===== src/rtl/bus_hold_arbiter.sv =====
// Round-robin HOLD/HLDA bus arbiter for 8088 secondary masters.
// Ownership is granted only while HLDA is held, with an optional per-grant tenure limit.
module bus_hold_arbiter #(
  parameter int NREQ       = 2,
  parameter int MAX_TENURE = 64
) (
  input  logic            CLK,
  input  logic            RESET,
  input  logic [NREQ-1:0] REQ,
  output logic [NREQ-1:0] GNT,
  output logic            HOLD,
  input  logic            HLDA,
  output logic            BUSY,
  output logic            TIMEOUT
);

  localparam int PTR_W = (NREQ > 2) ? $clog2(NREQ) : 1;

  typedef enum logic [2:0] {
    S_IDLE,
    S_HREQ,
    S_GRANT,
    S_HANDOFF,
    S_RELEASE
  } state_t;

  state_t          state_q;
  logic [NREQ-1:0] gnt_q;
  logic            hold_q;
  logic            tmo_q;
  logic [PTR_W-1:0] ptr_q;
  logic [7:0]      cnt_q;

  logic [PTR_W-1:0] win_d;
  logic [NREQ-1:0]  win_oh_d;
  logic [7:0]       cnt_d;
  logic             expire_d;
  logic             owner_req_d;

  // First requester after the last owner, scanning upward modulo NREQ.
  always_comb begin : pick_winner
    logic             found;
    logic [PTR_W-1:0] idx;
    win_d = ptr_q;
    found = 1'b0;
    idx   = '0;
    for (int i = 1; i <= NREQ; i++) begin
      idx = PTR_W'((int'(ptr_q) + i) % NREQ);
      if (!found && REQ[idx]) begin
        win_d = idx;
        found = 1'b1;
      end
    end
  end

  assign win_oh_d    = NREQ'(1) << win_d;
  assign owner_req_d = |(REQ & gnt_q);
  assign cnt_d       = (cnt_q == 8'hFF) ? cnt_q : cnt_q + 8'd1;
  // cnt_q counts completed grant cycles, so cnt_d is the length including this one.
  assign expire_d    = (MAX_TENURE != 0) && (int'(cnt_d) == MAX_TENURE);

  always_ff @(posedge CLK or negedge RESET) begin
    if (!RESET) begin
      state_q <= S_IDLE;
      gnt_q   <= '0;
      hold_q  <= 1'b0;
      tmo_q   <= 1'b0;
      ptr_q   <= PTR_W'(NREQ - 1);
      cnt_q   <= '0;
    end else begin
      tmo_q <= 1'b0;
      unique case (state_q)
        S_IDLE: begin
          if (|REQ) begin
            state_q <= S_HREQ;
            hold_q  <= 1'b1;
          end
        end
        S_HREQ: begin
          if (HLDA) begin
            if (|REQ) begin
              state_q <= S_GRANT;
              gnt_q   <= win_oh_d;
              ptr_q   <= win_d;
              cnt_q   <= '0;
            end else begin
              state_q <= S_RELEASE;
              hold_q  <= 1'b0;
            end
          end
        end
        S_GRANT: begin
          // Losing HLDA outranks everything: the bus is no longer ours to hand off.
          if (!HLDA) begin
            state_q <= S_HREQ;
            gnt_q   <= '0;
          end else if (!owner_req_d) begin
            state_q <= S_HANDOFF;
            gnt_q   <= '0;
          end else if (expire_d) begin
            state_q <= S_HANDOFF;
            gnt_q   <= '0;
            tmo_q   <= 1'b1;
          end else begin
            cnt_q <= cnt_d;
          end
        end
        S_HANDOFF: begin
          if (|REQ) begin
            if (HLDA) begin
              state_q <= S_GRANT;
              gnt_q   <= win_oh_d;
              ptr_q   <= win_d;
              cnt_q   <= '0;
            end else begin
              state_q <= S_HREQ;
            end
          end else begin
            state_q <= S_RELEASE;
            hold_q  <= 1'b0;
          end
        end
        S_RELEASE: begin
          if (!HLDA) begin
            state_q <= S_IDLE;
          end
        end
        default: begin
          state_q <= S_IDLE;
          gnt_q   <= '0;
          hold_q  <= 1'b0;
        end
      endcase
    end
  end

  assign GNT     = gnt_q;
  assign HOLD    = hold_q;
  assign BUSY    = |gnt_q;
  assign TIMEOUT = tmo_q;

endmodule


===== config.mk =====
export PLATFORM = sky130hd
export DESIGN_NAME = bus_hold_arbiter
export DESIGN_NICKNAME = d
export VERILOG_FILES = /design/src/rtl/bus_hold_arbiter.sv
export SDC_FILE = /design/constraint.sdc
export NUM_CORES = 1
export LEC_CHECK = 0
export CORE_MARGIN = 10
export CORE_UTILIZATION = 49
export DETAILED_ROUTE_END_ITERATION = 10
export PLACE_DENSITY = 0.73
export SLEW_MARGIN = 0
export SYNTH_ARGS = -nofsm -noshare
export SYNTH_HDL_FRONTEND = slang
export SYNTH_SLANG_ARGS = --single-unit

===== constraint.sdc =====
create_clock -name CLK -period 2.1 [get_ports CLK]
set_clock_uncertainty 0.15 [all_clocks]
set_input_delay 0.315 -clock CLK [delete_from_list [all_inputs] [get_ports CLK]]
set_output_delay 0.315 -clock CLK [all_outputs]
set_load 0.02 [all_outputs]

==> results of run 1 <==
[power by group through the flow]
stage / clock [W] / combinational [W] / sequential [W]
floorplan: 0 / 0.000218 / 0.000456
global placement: 0 / 0.000418 / 0.000436
detailed placement: 0 / 0.000422 / 0.000439
CTS: 0.000212 / 0.000437 / 0.000434
global route: 0.000229 / 0.000502 / 0.000447
finish: 0.000209 / 0.000455 / 0.000435
[layer usage]
layer  track usage, %  wire, um
met1             14.1      1200
met4             4.55        48
met2             20.2      1290
met3             4.92       112
met5                0         0
[Yosys cell counts (all sizes together), types with 3 or more instances]
master  number  area (um2)
a21oi        8        40.0
dfrtp       15         375
o21ai        9        48.8
and3         4        25.0
nand2b       3        18.8
nor3b        3        27.5
nand2        5        18.8
inv          3        11.3
buf          3        17.5
nand3        7        40.0
nor2        13        48.8
nor3         4        20.0
[how the worst max path moves through the flow]
| stage | from | to | slack [ns] | cells after the start |
|---|---|---|---|---|
| after floorplan | cnt_q[0] | GNT[0] | 0.01 | 7 |
| after global placement | cnt_q[1] | cnt_q[0] | 0.008 | 8 |
| after detailed placement | cnt_q[0] | cnt_q[0] | -0.03 | 8 |
| after CTS | cnt_q[1] | GNT[0] | -0.01 | 7 |
| after global routing | cnt_q[0] | GNT[0] | -0.12 | 7 |
| final | cnt_q[1] | GNT[0] | -0.04 | 7 |
[state kept, by name, indices dropped and copies added, names as in the netlist]
name,count
GNT,2
HOLD,1
TIMEOUT,1
cnt_q,8
ptr_q,1
state_q,3
[cell type report]
class	count	area, um2
Fill cell	172	576
Sequential cell	16	403
Clock buffer	4	36.3
Inverter	3	11.3
Multi-Input combinational cell	86	652
Tap cell	27	33.8
Timing Repair Buffer	29	250
[cells by family after synthesis]
kind of cell    count (synthesis)  share of synthesized area (%)
flops                          16                           40.0
compound gates                 32                           24.4
simple gates                   49                           26.5
fa+ha+maj                       1                           1.25
buf+inv                         7                           3.24
mux                             4                           4.61
[what timing repair did]
item                                    CTS  global route
setup buffers                             4             1
gates cloned                              1             0
endpoints found under the setup margin    5            12
pin swaps                                 3             4
gates resized for setup                   5            16
[stage by stage]
| step | util [%] | std cells | hold slack, ns |
|---|---|---|---|
| 2_1_floorplan | - | 109 | -0.131 |
| 3_3_place_gp | 62.8 | 156 | 0.342 |
| 3_5_place_dp | 62.8 | 156 | 0.353 |
| 4_1_cts | 67.2 | 165 | 0.181 |
| 5_1_grt | 70.7 | 165 | 0.180 |
| 6_report | 70.7 | 165 | 0.172 |
[worst max-delay path: cells and delay by family (launching register included)]
| kind | cells | cell delay, ns |
|---|---|---|
| AOI/OAI and AO/OA | 3 | 0.49 |
| and+or+nand+nor | 2 | 0.48 |
| DFF | 1 | 0.42 |
| muxes | 1 | 0.30 |
| adders and majority gates | 1 | 0.19 |
==> insert_results.sql, run 1 <==
INSERT INTO impl_metrics (metric_group, metric, value, unit) VALUES
('detailed_routing', 'dr.first_iter.drc_count', '45', ''),
('timing', 'tightest_slew', '0.361', 'ns'),
('clock_tree', 'ctsLongestPathBuffers', '2', ''),
('die', 'floorplan.initialDensity', '51.2', '%'),
('timing', 'timing.slew.headroom', '75.3', '%'),
('timing', 'grt_setup_unrepaired', 'yes', ''),
('timing', 'worst_slack', '-0.0374', 'ns'),
('clock_tree', 'cts_htree_levels', '1', ''),
('clock_tree', 'cts_root_buffer', 'sky130_fd_sc_hd__clkbuf_4', ''),
('clock_tree', 'cts_num_sinks', '16', ''),
('cells_and_area', 'final_common_cell', 'sky130_fd_sc_hd__buf_4', ''),
('die', 'placementRows', '16', ''),
('power', 'switching_part_of_the_total_power', '35.4', '%'),
('synthesis', 'synth_edf_count', '0', ''),
('power', 'p_int', '0.000710', 'W'),
('timing', 'final_setup_violating_endpoints', '3', ''),
('synthesis', 'syn_area', '1000', 'um2'),
('detailed_routing', 'vias_per_cell', '5.88', ''),
('global_route', 'global_route_wire_length_before_repair', '4.24', 'mm'),
('worst_setup_path', 'critical_path_peak_fanout', '7', ''),
('synthesis', 'async_reset_ff_share', '100', '%'),
('detailed_routing', 'detailedRoute.firstPassIterationCount', '4', ''),
('cells_and_area', 'mostFrequentLayoutCells', 'sky130_fd_sc_hd__buf_4 (18), sky130_fd_sc_hd__dfrtp_1 (14), sky130_fd_sc_hd__nor2_1 (13)', ''),
('power', 'power.switching', '0.000389', 'W'),
('synthesis', 'postSynthRegisterBits', '16', ''),
('timing', 'period_share', '102', '%'),
('min_path', 'hold_path.class', 'input pin to asynchronous set/reset pin', ''),
('power', 'p_clk_share', '19.0', '%'),
('placement', 'place.port_buffers', '9', ''),
('global_route', 'grt_overflow', '0', ''),
('global_route', 'antenna_violations_before_repair', '0', ''),
('worst_setup_path', 'crit_path_cell_trace', 'ha_4 -> and4_4 -> a21oi_2 -> nor3b_2 -> a31oi_4 -> a211o_1 -> mux2_4', ''),
('cells_and_area', 'drive_above_1_share', '35.5', '%'),
('die', 'die_w', '65.3', 'um'),
('power', 'p_leak', '0.593', 'nW'),
('worst_setup_path', 'timing.critical_path.arrival', '2.18', 'ns'),
('global_route', 'grt_pass1_vias', '968', ''),
('worst_setup_path', 'kind_of_critical_path', 'flip-flop to flip-flop', ''),
('placement', 'dpl_cell_area', '1230', 'um2'),
('global_route', 'grt_start_max_net_pins', '17', ''),
('detailed_routing', 'wl_per_cell', '16.0', 'um'),
('status', 'status', 'complete, but fails checks', ''),
('worst_setup_path', 'rr_worst_depth', '7', ''),
('detailed_routing', 'drc', '0', ''),
('clock_tree', 'tritoncts', 'yes', ''),
('timing', 'fin_setup_tns', '-0.0702', 'ns'),
('cells_and_area', 'design_area', '1390', 'um2'),
('timing', 'post-route-min-period', '2.14', 'ns'),
('die', 'die_h', '65.3', 'um'),
('worst_setup_path', 'setup.reg_to_reg.worst_slack', '-0.04', 'ns'),
('clock_tree', 'clock_insertion_delay_worst_skew', '0.30', 'ns'),
('worst_setup_path', 'worst_path_max_delay_cell', 'sky130_fd_sc_hd__dfrtp_1', ''),
('status', 'failed_checks', 'setup timing', ''),
('power', 'p_comb_share', '41.4', '%'),
('clock_tree', 'holdBufCountCts', '0', ''),
('power', 'maximum_vdd_ir_drop', '672', 'uV'),
('worst_setup_path', 'worst-endpoint-required', '2.14', 'ns'),
('synthesis', 'postSynthCellCount', '109', ''),
('worst_setup_path', 'worstSetupStartpointType', 'flip-flop', ''),
('die', 'area_of_the_core', '1960', 'um2'),
('placement', 'hpwl', '1.75', 'mm'),
('synthesis', 'yosysSeqAreaShare', '40.0', '%'),
('job', 'drv.max_cap_violation_count', '0', ''),
('cells_and_area', 'diodes', '0', ''),
('worst_setup_path', 'regToRegEndpoint', 'GNT[0]', ''),
('die', 'dieArea', '4260', 'um2'),
('worst_setup_path', 'worst_r2r_startpoint', 'cnt_q[1]', ''),
('cells_and_area', 'syn_to_final_growth', '38.0', '%'),
('synthesis', 'ys.flop_type', 'sky130_fd_sc_hd__dfrtp_1', ''),
('power', 'power', '0.00110', 'W'),
('power', 'seqPwrFrac', '39.6', '%');
Power figures use the tool's default switching activity.
==> inputs of run 2 (changes only) <==
--- a/config.mk
+++ b/config.mk
@@ -8,8 +8,8 @@
 export CORE_MARGIN = 10
 export CORE_UTILIZATION = 49
 export DETAILED_ROUTE_END_ITERATION = 10
-export PLACE_DENSITY = 0.73
-export SLEW_MARGIN = 0
+export PLACE_DENSITY = 0.7
+export SLEW_MARGIN = 5
 export SYNTH_ARGS = -nofsm -noshare
 export SYNTH_HDL_FRONTEND = slang
 export SYNTH_SLANG_ARGS = --single-unit
==> run 2 against run 1 <==
Power decreased by 2.1%; sequential share of layout area rose by 0.69 points; non-clock buffer count rose by 3; design area is 2.6% lower; first-iteration DRC count down 22%; the run still ends with setup timing left; wire length is 8.4% lower; die area unchanged; via count is 2.4% lower; clock power fell by 19%; combinational power grew 4%; critical endpoint unchanged; highest routed layer unchanged.
==> insert_results.sql, run 2 (synthesis gave the netlist of run 1 again) <==
INSERT INTO impl_metrics (metric_group, metric, value, unit) VALUES
('worst_setup_path', 'path_delay_family', 'simple AND/OR/NAND/NOR gates', ''),
('timing', 'grt_setup_unrepaired', 'yes', ''),
('placement', 'dpl.cell_count', '158', ''),
('timing', 'final_setup_violating_endpoints', '1', ''),
('clock_tree', 'clock_insertion_delay_worst_skew', '0.28', 'ns'),
('detailed_routing', 'wl_per_cell', '14.4', 'um'),
('worst_setup_path', 'kind_of_critical_path', 'flip-flop to flip-flop', ''),
('die', 'die_h', '65.3', 'um'),
('worst_setup_path', 'crit_path_cell_trace', 'ha_4 -> and4_4 -> a21oi_2 -> nor3b_2 -> a31oi_4 -> a211o_1 -> mux2_4', ''),
('worst_setup_path', 'timing.critical_path.arrival', '2.15', 'ns'),
('clock_tree', 'cts_root_buffer', 'sky130_fd_sc_hd__clkbuf_4', ''),
('cells_and_area', 'syn_to_final_growth', '34.4', '%'),
('detailed_routing', 'dr.first_iter.drc_count', '35', ''),
('global_route', 'grt_pass1_vias', '878', ''),
('placement', 'place.port_buffers', '9', ''),
('die', 'floorplan.initialDensity', '51.2', '%'),
('timing', 'worst_slack', '-0.0362', 'ns'),
('worst_setup_path', 'worstSetupStartpointType', 'flip-flop', ''),
('power', 'maximum_vdd_ir_drop', '655', 'uV'),
('cells_and_area', 'final_common_cell', 'sky130_fd_sc_hd__buf_4', ''),
('die', 'placementRows', '16', ''),
('clock_tree', 'ctsLongestPathBuffers', '2', ''),
('cells_and_area', 'largest-register', 'cnt_q', ''),
('clock_tree', 'holdBufCountCts', '0', ''),
('worst_setup_path', 'worst_path_max_delay_cell', 'sky130_fd_sc_hd__dfrtp_1', ''),
('die', 'die_w', '65.3', 'um'),
('clock_tree', 'cts-buffers-inserted', '3', ''),
('worst_setup_path', 'critical_path_peak_fanout', '5', ''),
('status', 'failed_checks', 'setup timing', ''),
('clock_tree', 'clkTransAtPathRegs', '0.10', 'ns'),
('min_path', 'hold_path.class', 'input pin to asynchronous set/reset pin', ''),
('cells_and_area', 'finish.cell_count_without_fillers', '168', ''),
('worst_setup_path', 'regToRegEndpoint', 'GNT[0]', ''),
('detailed_routing', 'route.final.wire_length', '2.43', 'mm'),
('timing', 'tightest_slew', '0.352', 'ns'),
('worst_setup_path', 'rr_worst_depth', '7', ''),
('power', 'p_leak', '0.590', 'nW'),
('placement', 'routabilityCongestion', '0.844', ''),
('worst_setup_path', 'worst-endpoint-required', '2.11', 'ns'),
('global_route', 'antenna_violations_before_repair', '0', ''),
('cells_and_area', 'finish.net_count', '148', ''),
('clock_tree', 'tritoncts', 'yes', ''),
('detailed_routing', 'drc', '0', ''),
('job', 'drv.max_cap_violation_count', '0', ''),
('cells_and_area', 'largest_reg_flops', '8', ''),
('die', 'dieArea', '4260', 'um2'),
('timing', 'fin_setup_tns', '-0.0362', 'ns'),
('timing', 'timing.slew.headroom', '75.9', '%'),
('cells_and_area', 'drive_above_1_share', '30.5', '%'),
('detailed_routing', 'drtAntennaViolNets', '0', ''),
('clock_tree', 'cts_htree_levels', '1', ''),
('timing', 'period_share', '102', '%'),
('worst_setup_path', 'critPathCaptureType', 'flip-flop', ''),
('global_route', 'grt_overflow', '0', ''),
('placement', 'hpwl', '1.73', 'mm'),
('global_route', 'global_route_wire_length_before_repair', '3.97', 'mm'),
('die', 'design.portCount', '10', ''),
('global_route', 'gr-usage-all-layers', '11.4', '%'),
('clock_tree', 'cts_num_sinks', '16', ''),
('cells_and_area', 'diodes', '0', ''),
('timing', 'timing_max_transition_violations_final', '0', ''),
('cells_and_area', 'mostFrequentLayoutCells', 'sky130_fd_sc_hd__buf_4 (21), sky130_fd_sc_hd__dfrtp_1 (15), sky130_fd_sc_hd__nor2_1 (13)', ''),
('status', 'status', 'complete, but fails checks', ''),
('timing', 'post-route-min-period', '2.14', 'ns'),
('timing', 'final_hold_viol_count', '0', ''),
('worst_setup_path', 'timing.critical_path.buf_inv', '0', ''),
('detailed_routing', 'vias_per_cell', '5.64', ''),
('worst_setup_path', 'max_stage_delay', '0.42', 'ns'),
('die', 'area_of_the_core', '1960', 'um2'),
('timing', 'max_freq', '468', 'MHz'),
('detailed_routing', 'vias', '947', ''),
('worst_setup_path', 'setup.reg_to_reg.worst_slack', '-0.04', 'ns'),
('worst_setup_path', 'worst_r2r_startpoint', 'cnt_q[0]', ''),
('detailed_routing', 'detailedRoute.firstPassIterationCount', '4', ''),
('global_route', 'grt_start_max_net_pins', '17', ''),
('power', 'power.density_cell_area', '797', 'nW/um2');
## run 2: worst register-to-register path, delay by kind of cell, from the launching register on
family	cells	cell delay (ns)
muxes	1	0.30
adders and majority gates	1	0.17
DFF	1	0.42
AOI/OAI and AO/OA	3	0.48
and+or+nand+nor	2	0.51
## run 2: through the flow
stage          hold slack, ns  power (W)  worst slack [ns]  cell area (um2)  util (%)
2_1_floorplan          -0.131   0.000673            0.0120             1020         -
3_3_place_gp            0.347   0.000854            0.0100             1250      63.6
3_5_place_dp            0.338   0.000862           -0.0268             1250      63.6
4_1_cts                 0.191    0.00106           0.00186             1320      67.3
5_1_grt                 0.192    0.00115            -0.101             1350      68.8
6_report                0.186    0.00108           -0.0362             1350      68.8
## run 2: report_power, final
part / internal [W] / leakage, nW / total [W] / switching (W)
registers: 0.000370 / 0.209 / 0.000433 / 0.0000629
logic: 0.000252 / 0.366 / 0.000474 / 0.000222
clock network: 0.0000735 / 0.0150 / 0.000169 / 0.0000957
## run 2: worst max-delay path by stage
stage / depth (start not counted) / to / from
2_1_floorplan: 7 / GNT[0] / cnt_q[0]
3_3_place_gp: 8 / cnt_q[0] / cnt_q[1]
3_5_place_dp: 8 / cnt_q[0] / cnt_q[0]
4_1_cts: 8 / cnt_q[0] / cnt_q[0]
5_1_grt: 7 / GNT[0] / cnt_q[0]
6_report: 7 / GNT[0] / cnt_q[0]
## run 2: cell type report
type                       count  area, um2
fill                         162        612
multi-input combinational     86        607
sequential                    16        402
timing repair buffer          32        270
tap                           27       33.8
clock buffer                   4       26.3
inverter                       3       11.3
## run 2: what timing repair did
item                                    CTS  global route
pin swaps                                 2             4
endpoints found under the setup margin    4            13
gates cloned                              0             0
setup buffers                             6             0
gates resized for setup                   2             8
## run 2: routing by layer
layer,track usage (%),vias to the layer above,wire (um)
li1,-,470,-
met1,15.1,452,1080
met2,16.5,23,1190
met3,3.56,2,146
met4,5.35,0,16
met5,0,-,0
==> inputs of run 3 (changes only) <==
--- a/config.mk
+++ b/config.mk
@@ -6,9 +6,10 @@
 export NUM_CORES = 1
 export LEC_CHECK = 0
 export CORE_MARGIN = 10
-export CORE_UTILIZATION = 49
+export CORE_UTILIZATION = 52
+export CTS_BUF_LIST = sky130_fd_sc_hd__clkbuf_8
 export DETAILED_ROUTE_END_ITERATION = 10
-export PLACE_DENSITY = 0.7
+export PLACE_DENSITY = 0.74
 export SLEW_MARGIN = 5
 export SYNTH_ARGS = -nofsm -noshare
 export SYNTH_HDL_FRONTEND = slang
==> run 3 against run 2 <==
The flow still finishes with violations (setup timing); die area shrank 4.0%; maximum frequency decreased by 1.5%; critical path depth fell by 1; worst setup slack worse by 0.033 ns; first-iteration DRC count rose by 69%; wire length rose by 14%; flip-flop and latch count unchanged; core utilization up 9.9 points; sequential share of layout area fell by 1.1 points; register-to-register slack got worse by 0.03 ns; power grew 8.3%; cell count shrank 2.4%.
==> insert_results.sql, run 3 (synthesis gave the netlist of run 1 again) <==
INSERT INTO impl_metrics (metric_group, metric, value, unit) VALUES
('status', 'status', 'complete, but fails checks', ''),
('status', 'failed_checks', 'setup timing', ''),
('detailed_routing', 'met2WireLength', '1.40', 'mm'),
('timing', 'final_setup_violating_endpoints', '4', ''),
('worst_setup_path', 'regToRegEndpoint', 'GNT[0]', ''),
('clock_tree', 'cts-buffers-inserted', '3', ''),
('timing', 'post-route-min-period', '2.17', 'ns'),
('cells_and_area', 'drive_above_1_share', '33.1', '%'),
('power', 'power.density_cell_area', '830', 'nW/um2'),
('placement', 'detailedPlace.worstSlack', '-0.0195', 'ns'),
('cells_and_area', 'largest_reg_flops', '8', ''),
('global_route', 'grt_overflow', '0', ''),
('timing', 'final_hold_viol_count', '0', ''),
('cells_and_area', 'finish.net_count', '146', ''),
('clock_tree', 'clkTransAtPathRegs', '0.07', 'ns'),
('clock_tree', 'holdBufCountCts', '0', ''),
('die', 'dieArea', '4090', 'um2'),
('detailed_routing', 'detail_route.wirelength.met1', '1.16', 'mm'),
('cells_and_area', 'largest-register', 'cnt_q', ''),
('timing', 'period_share', '103', '%'),
('timing', 'timing.slew.headroom', '75.6', '%'),
('timing', 'timing_max_transition_violations_final', '0', ''),
('die', 'placementRows', '15', ''),
('timing', 'worst_slack', '-0.0692', 'ns'),
('placement', 'routabilityCongestion', '0.883', ''),
('global_route', 'grt_start_max_net_pins', '17', ''),
('global_route', 'antenna_violations_before_repair', '0', ''),
('min_path', 'hold_path.class', 'input pin to asynchronous set/reset pin', ''),
('cells_and_area', 'layout.filler_cells', '108', ''),
('timing', 'grt_setup_unrepaired', 'yes', ''),
('detailed_routing', 'detailedRoute.firstPassIterationCount', '4', ''),
('detailed_routing', 'dr.first_iter.drc_count', '59', ''),
('detailed_routing', 'vias', '983', ''),
('cells_and_area', 'diodes', '0', ''),
('clock_tree', 'tritoncts', 'yes', ''),
('detailed_routing', 'drc', '0', ''),
('worst_setup_path', 'critical_path_peak_fanout', '9', ''),
('job', 'drv.max_cap_violation_count', '0', ''),
('timing', 'tightest_slew', '0.365', 'ns'),
('worst_setup_path', 'worstSetupStartpointType', 'flip-flop', ''),
('detailed_routing', 'vias_per_cell', '5.99', ''),
('worst_setup_path', 'kind_of_critical_path', 'flip-flop to flip-flop', ''),
('worst_setup_path', 'setup.reg_to_reg.worst_slack', '-0.07', 'ns'),
('clock_tree', 'clock_insertion_delay_worst_skew', '0.25', 'ns'),
('worst_setup_path', 'timing.critical_path.arrival', '2.15', 'ns'),
('global_route', 'grt_pass1_vias', '913', ''),
('cells_and_area', 'syn_to_final_growth', '39.7', '%'),
('die', 'floorplan.initialDensity', '56.4', '%'),
('die', 'design.portCount', '10', ''),
('timing', 'fin_setup_tns', '-0.142', 'ns'),
('clock_tree', 'ctsLongestPathBuffers', '2', ''),
('power', 'p_leak', '0.600', 'nW'),
('placement', 'dpl_cell_area', '1240', 'um2'),
('power', 'power', '0.00117', 'W'),
('die', 'area_of_the_core', '1780', 'um2'),
('placement', 'dpl.cell_count', '155', ''),
('worst_setup_path', 'rr_worst_depth', '6', ''),
('die', 'die_w', '64.0', 'um'),
('detailed_routing', 'dr_wl_met3', '191', 'um'),
('detailed_routing', 'route.final.wire_length', '2.76', 'mm'),
('cells_and_area', 'ff_latch_area', '402', 'um2'),
('placement', 'hpwl', '1.77', 'mm'),
('worst_setup_path', 'worst_r2r_startpoint', 'cnt_q[2]', ''),
('global_route', 'global_route_wire_length_before_repair', '4.25', 'mm'),
('cells_and_area', 'final_common_cell', 'sky130_fd_sc_hd__buf_4', ''),
('detailed_routing', 'wl_per_cell', '16.8', 'um'),
('cells_and_area', 'mostFrequentLayoutCells', 'sky130_fd_sc_hd__buf_4 (20), sky130_fd_sc_hd__dfrtp_1 (15), sky130_fd_sc_hd__nor2_1 (13)', ''),
('global_route', 'gr-usage-all-layers', '12.4', '%'),
('placement', 'place.port_buffers', '9', ''),
('detailed_routing', 'drtAntennaViolNets', '0', ''),
('worst_setup_path', 'worst-endpoint-required', '2.08', 'ns'),
('cells_and_area', 'multi_input_comb_area', '653', 'um2'),
('worst_setup_path', 'critPathCaptureType', 'flip-flop', ''),
('power', 'maximum_vdd_ir_drop', '750', 'uV'),
('clock_tree', 'cts_htree_levels', '1', ''),
('die', 'die_h', '64.0', 'um'),
('detailed_routing', 'highest_layer', 'met4', ''),
('clock_tree', 'cts_num_sinks', '16', ''),
('timing', 'max_freq', '461', 'MHz'),
('cells_and_area', 'design_area', '1400', 'um2'),
('cells_and_area', 'finish.cell_count_without_fillers', '164', ''),
('clock_tree', 'cts_root_buffer', 'sky130_fd_sc_hd__clkbuf_8', '');
==> run 3: worst max-delay path by stage <==
stage / end / slack, ns / start
CTS: cnt_q[0] / 0.006 / cnt_q[1]
global route: GNT[0] / -0.14 / cnt_q[1]
detailed placement: GNT[0] / -0.02 / REQ[1]
floorplan: GNT[0] / 0.01 / cnt_q[0]
finish: GNT[0] / -0.07 / cnt_q[2]
global placement: cnt_q[2] / -0.01 / REQ[1]
==> run 3: timing repair <==
| item | in CTS | in global routing |
|---|---|---|
| hold endpoints to repair | 0 | 0 |
| gates resized for setup | 1 | 15 |
| buffers inserted | 3 | 2 |
| pin swaps | 3 | 8 |
| endpoints found under the setup margin | 3 | 11 |
==> run 3: through the flow <==
step                util, %  hold WS, ns
floorplan                 -       -0.131
global route           78.7        0.252
finish                 78.7        0.242
detailed placement     69.4        0.341
CTS                    73.8        0.242
global placement       69.4        0.347
==> run 3: worst max-delay path: stages (launching register included) <==
cell                      delay, ns
sky130_fd_sc_hd__dfrtp_1       0.52
sky130_fd_sc_hd__and4_1        0.29
sky130_fd_sc_hd__a21oi_2       0.07
sky130_fd_sc_hd__nor3b_2       0.27
sky130_fd_sc_hd__a31oi_4       0.16
sky130_fd_sc_hd__a211o_1       0.28
sky130_fd_sc_hd__mux2_4        0.30
==> run 3: layout make-up <==
cell class | count | share of cell area [%]
Tap cell | 25 | 2.23
Sequential cell | 16 | 28.6
Multi-Input combinational cell | 86 | 46.5
Inverter | 3 | 0.802
Clock buffer | 4 | 3.92
Timing Repair Buffer | 30 | 17.9
==> run 3: metal layers <==
metal | track usage, % | vias up
met5 | 0 | -
met4 | 3.55 | 0
met3 | 3.14 | 4
met2 | 20.3 | 41
met1 | 15.6 | 470
li1 | - | 468
==> run 3: power by group <==
group          internal, W  switching [W]
clock network     0.000166       0.000109
logic             0.000232       0.000223
registers         0.000370      0.0000644
total             0.000769       0.000397
